`src/rtl/uart_tx_arbiter.sv`:
```
// Round-robin, packet-locked arbiter sharing one byte UART transmitter.
// Write strobes are spaced by a holdoff so busy latency never gets overrun.
module uart_tx_arbiter #(
  parameter int N       = 4,
  parameter int IW      = $clog2(N),
  parameter int TIMEOUT = 1023,
  parameter int TW      = $clog2(TIMEOUT + 1)
) (
  input  logic            clk,
  input  logic            reset,
  input  logic [N-1:0]    req_valid,
  input  logic [8*N-1:0]  req_data,
  input  logic [N-1:0]    req_last,
  output logic [N-1:0]    req_ready,
  output logic            tx_wr,
  output logic [7:0]      tx_data,
  input  logic            tx_busy,
  output logic            grant_active,
  output logic [IW-1:0]   grant_id
);

  typedef enum logic {IDLE, LOCKED} state_e;

  state_e        state_q, state_d;
  logic [IW-1:0] gid_q, gid_d;
  logic [IW-1:0] ptr_q, ptr_d;
  logic [TW-1:0] stall_q, stall_d;
  logic [1:0]    hold_q, hold_d;
  logic          wr_q, wr_d;
  logic [7:0]    dat_q, dat_d;

  logic          own_valid;
  logic          own_last;
  logic [7:0]    own_data;
  logic [IW-1:0] pick;
  logic          can_send;

  always_comb begin
    own_valid = 1'b0;
    own_last  = 1'b0;
    own_data  = 8'h00;
    for (int i = 0; i < N; i++) begin
      if (gid_q == IW'(i)) begin
        own_valid = req_valid[i];
        own_last  = req_last[i];
        own_data  = req_data[i*8 +: 8];
      end
    end
  end

  // smallest rotation distance from ptr wins; ptr itself is last
  always_comb begin
    pick = ptr_q;
    for (int k = N; k >= 1; k--) begin
      for (int i = 0; i < N; i++) begin
        if (req_valid[i] && i == (int'(ptr_q) + k) % N)
          pick = IW'(i);
      end
    end
  end

  assign can_send = (state_q == LOCKED) && own_valid &&
                    !tx_busy && (hold_q == 2'd0);

  always_comb begin
    req_ready = '0;
    for (int i = 0; i < N; i++) begin
      req_ready[i] = can_send && !reset && (gid_q == IW'(i));
    end
  end

  always_comb begin
    state_d = state_q;
    gid_d   = gid_q;
    ptr_d   = ptr_q;
    stall_d = stall_q;
    hold_d  = (hold_q != 2'd0) ? hold_q - 2'd1 : 2'd0;
    wr_d    = 1'b0;
    dat_d   = dat_q;
    unique case (state_q)
      IDLE: begin
        if (|req_valid) begin
          gid_d   = pick;
          stall_d = '0;
          state_d = LOCKED;
        end
      end
      LOCKED: begin
        if (own_valid) begin
          stall_d = '0;
        end else if (stall_q == TW'(TIMEOUT)) begin
          state_d = IDLE;
          ptr_d   = gid_q;
        end else begin
          stall_d = stall_q + TW'(1);
        end
        if (can_send) begin
          wr_d   = 1'b1;
          dat_d  = own_data;
          hold_d = 2'd2;
          if (own_last) begin
            state_d = IDLE;
            ptr_d   = gid_q;
          end
        end
      end
    endcase
  end

  always_ff @(posedge clk) begin
    if (reset) begin
      state_q <= IDLE;
      gid_q   <= '0;
      ptr_q   <= IW'(N - 1);
      stall_q <= '0;
      hold_q  <= 2'd0;
      wr_q    <= 1'b0;
      dat_q   <= 8'h00;
    end else begin
      state_q <= state_d;
      gid_q   <= gid_d;
      ptr_q   <= ptr_d;
      stall_q <= stall_d;
      hold_q  <= hold_d;
      wr_q    <= wr_d;
      dat_q   <= dat_d;
    end
  end

  // a strobe pending when reset arrives is dropped, not delivered
  assign tx_wr        = wr_q & ~reset;
  assign tx_data      = dat_q;
  assign grant_active = (state_q == LOCKED);
  assign grant_id     = gid_q;

endmodule
```
`config.mk`:
```
export PLATFORM = sky130hd
export DESIGN_NAME = uart_tx_arbiter
export DESIGN_NICKNAME = d
export VERILOG_FILES = /design/src/rtl/uart_tx_arbiter.sv
export SDC_FILE = /design/constraint.sdc
export NUM_CORES = 1
export LEC_CHECK = 0
export ABC_AREA = 1
export ABC_CLOCK_PERIOD_IN_PS = 2210
export BUFFER_PORTS_ARGS = -buffer_cell sky130_fd_sc_hd__buf_4
export CAP_MARGIN = 10
export CORE_MARGIN = 3
export CORE_UTILIZATION = 48
export DETAILED_ROUTE_END_ITERATION = 6
export PLACE_DENSITY = 0.85
export SKIP_LAST_GASP = 1
export SYNTH_ARGS = -nofsm -noshare
export SYNTH_HDL_FRONTEND = slang
export SYNTH_SLANG_ARGS = --single-unit
```
`constraint.sdc`:
```
create_clock -name clk -period 2.21 [get_ports clk]
set_input_delay 0.3315 -clock clk [delete_from_list [all_inputs] [get_ports clk]]
set_output_delay 0.3315 -clock clk [all_outputs]
set_load 0.02 [all_outputs]
```
==> metrics.cfg <==
[synth]
synth_top_area_share_pct=31.18
netlist_instances=243
synth_xor_area_share_pct=0.5247
synthesis.yosys.warnings=0
synthSimpleGateAreaFrac_pct=39.58
syn_nets=287
synth-seq-area-share_pct=31.18
synth_compound_area_share_pct=18.97
yosys_register_bits=26
synthMuxAreaShare_pct=0
avgSynthCellArea_um2=6.869
synth_area_leaders=dfxtp_1 31%, nand2_1 14%, nand3_1 9.0%, o21ai_0 5.1%, inv_1 4.7%
yosys.area_share.adder_pct=0.7496
syn_area_mm2=0.001669
synth_top_area_cell=dfxtp_1
ys_types=34
synth_top_family_by_area=simple AND/OR/NAND/NOR gates

[drt]
routed.top_layer=met4
postRouteAntennaNets=0
viasPerCell=5.328
wl_met2_mm=2.637
routed_wl_mm=5.075
num_vias=1902
remaining_drc_errors=0
wl_met1_mm=2.177
drt_iter0_drc=165
drt_first_pass_iters=4
wl_met3_um=187
wl_per_cell_um=14.22

[global_route]
grt.overflow.total=0
grt_max_degree=16
grt_pass1_wl_mm=7.686
grt_usage_pct=23.10
antenna_found_initial=0
grt_pass1_vias=1697

[power_and_ir_drop]
switchingPower_uw=497.4
fin_total_pwr_mw=1.414
intPower_uw=916.6
powerDensity_mw_per_mm2=607.2
leakage_nw=1.071
peakVddDrop_mv=0.5002
power_frac_comb_pct=38.3
swShare_pct=35.18
pwr-share-seq_pct=38.0
clkPwrFrac_pct=23.7

[cells_and_area]
multi_input_area_mm2=0.001015
syn_to_final_growth_pct=39.51
drive_gt1_share_pct=37.38
stdcell_count=357
fillers=241
seq_area_um2=531.8
nets=358
num_antenna_cells=0
fin_area_mm2=0.002328
fin_util_pct=73.27

[cts]
cts_hold_buf=0
root_buffer=clkbuf_4
cts.sinks=26
htree_num_levels=1
clk_pin_slew_ps=150
cts_buffers=3
clock_latency_ps=330
cts_buffer_depth=2
cts_tree=done

[critical_path]
worstSetupPathDepth=11
r2r_slack_ps=400
critPathSlowestCell=dfxtp_4
worstPathMaxFanout=9
cp.required_ps=1880
end_kind=primary output
critPathLaunchType=flop
cpPeakStageDelay_ps=410
crit_arrival_ps=1850
worst-setup-path-type=flop to primary output
path_cells=inv_6, nor2_8, nand2_2, nand3_2, o21ai_4, inv_2, nand2_4, nor2_4, clkinv_4, nor3_2, buf_4
cp_top_family=simple AND/OR/NAND/NOR gates
crit_buf_inv=4
rr_worst_depth=12

[timing]
tns_ps=0
hold_viol=0
fin_ws_ps=32.08
layout_min_cycle_time_ps=2178
finalMaxSlewViolations=0
worst-slew-pin-transition_ps=422.7
max_freq_mhz=459.2
maxSlewHeadroom_pct=71.79
whs_ps=250.4
setup_violations=0
rsz0062_at_grt=yes
fin_crit_sh_pct=98.55
skew_ps=4.004

[floorplan]
die_height_um=64.97
die-area_mm2=0.004221
start_util_pct=52.52
design.core.area_mm2=0.003178
num_rows=20
chipWidth_um=64.97
ios=59

[job]
cap_violations=0

[placement]
gp_congestion=0.9036
dpl_worst_slack_ps=176.4
portBuffers=58
hpwl_mm=3.702
place_area_mm2=0.002140
dp_cells=341

[outcome]
status=finished clean

[min_path]
hp-class=input pin to flop
hold_depth=2

## repair_timing
item | 4_1_cts | 5_1_grt
pin swaps | 2 | 5
setup endpoints to repair | 4 | 4
endpoints found under the hold margin | 0 | 0
gates resized for setup | 8 | 8
buffers inserted | 5 | 7
## final cells by class
class / count / area share (%)
multi-input combinational: 183 / 43.58
clock buffer: 3 / 0.9672
sequential: 26 / 22.84
timing repair buffer: 74 / 24.18
tap: 44 / 2.364
inverter: 26 / 4.782
clock inverter: 1 / 1.290
## cell usage in the layout (no fill, tap or decap), drive strengths merged
master and instances:
and3 1, bufinv 1, nand4 2, clkinvlp 1, inv 24, nand2 70
a31oi 2, buf 74, o21ai 28, nand3 32, ha 1, nor2 22
nor3 5, o21bai 1, clkinv 1, nor4 1, a21oi 12, a221oi 5
dfxtp 26, clkbuf 3, xor2 1
## power groups by stage
stage               combinational [mW]  clock [mW]  sequential [mW]
floorplan                        0.309           0            0.544
global placement                 0.461           0            0.546
detailed placement               0.466           0            0.548
CTS                              0.494       0.339            0.537
global route                     0.594       0.361            0.543
finish                           0.541       0.336            0.537
## Yosys cell counts (all sizes together)
| cell type | instances |
|---|---|
| a21oi | 12 |
| a221oi | 5 |
| a31oi | 2 |
| and3 | 1 |
| buf | 5 |
| clkbuf | 3 |
| dfxtp | 26 |
| ha | 1 |
| inv | 26 |
| nand2 | 70 |
| nand3 | 32 |
| nand4 | 2 |
| nor2 | 22 |
| nor3 | 5 |
| nor4 | 1 |
| o21ai | 28 |
| o21bai | 1 |
| xor2 | 1 |
## logic make-up (layout without fill, tap and decap cells)
logic type      count (synthesis)  count (layout)
simple gates                  133             133
compound gates                 48              48
buf+inv                        34             104
flops                          26              26
fa+ha+maj                       1               1
xor+xnor                        1               1
## path summary, 6_finish.rpt
path	startpoint	end
hold / removal	reset	stall_q[5]$_SDFFE_PP0P_
setup reg to reg	stall_q[0]$_SDFFE_PP0P_	stall_q[4]$_SDFFE_PP0P_
hold reg to reg	stall_q[5]$_SDFFE_PP0P_	stall_q[5]$_SDFFE_PP0P_
setup / recovery	grant_id[1]$_SDFFE_PP0P_	req_ready[1]
## flip-flops by register name, indices dropped and copies added (netlist names)
signal        cells
grant_active      1
stall_q          10
ptr_q             2
grant_id          2
hold_q            2
wr_q              1
tx_data           8
## per-layer routing
layer,track usage (%),vias up
met5,0,-
met4,5.541,0
met3,4.506,10
met2,39.34,49
met1,29.81,890
li1,-,953
(Power assumes the default switching activity.)
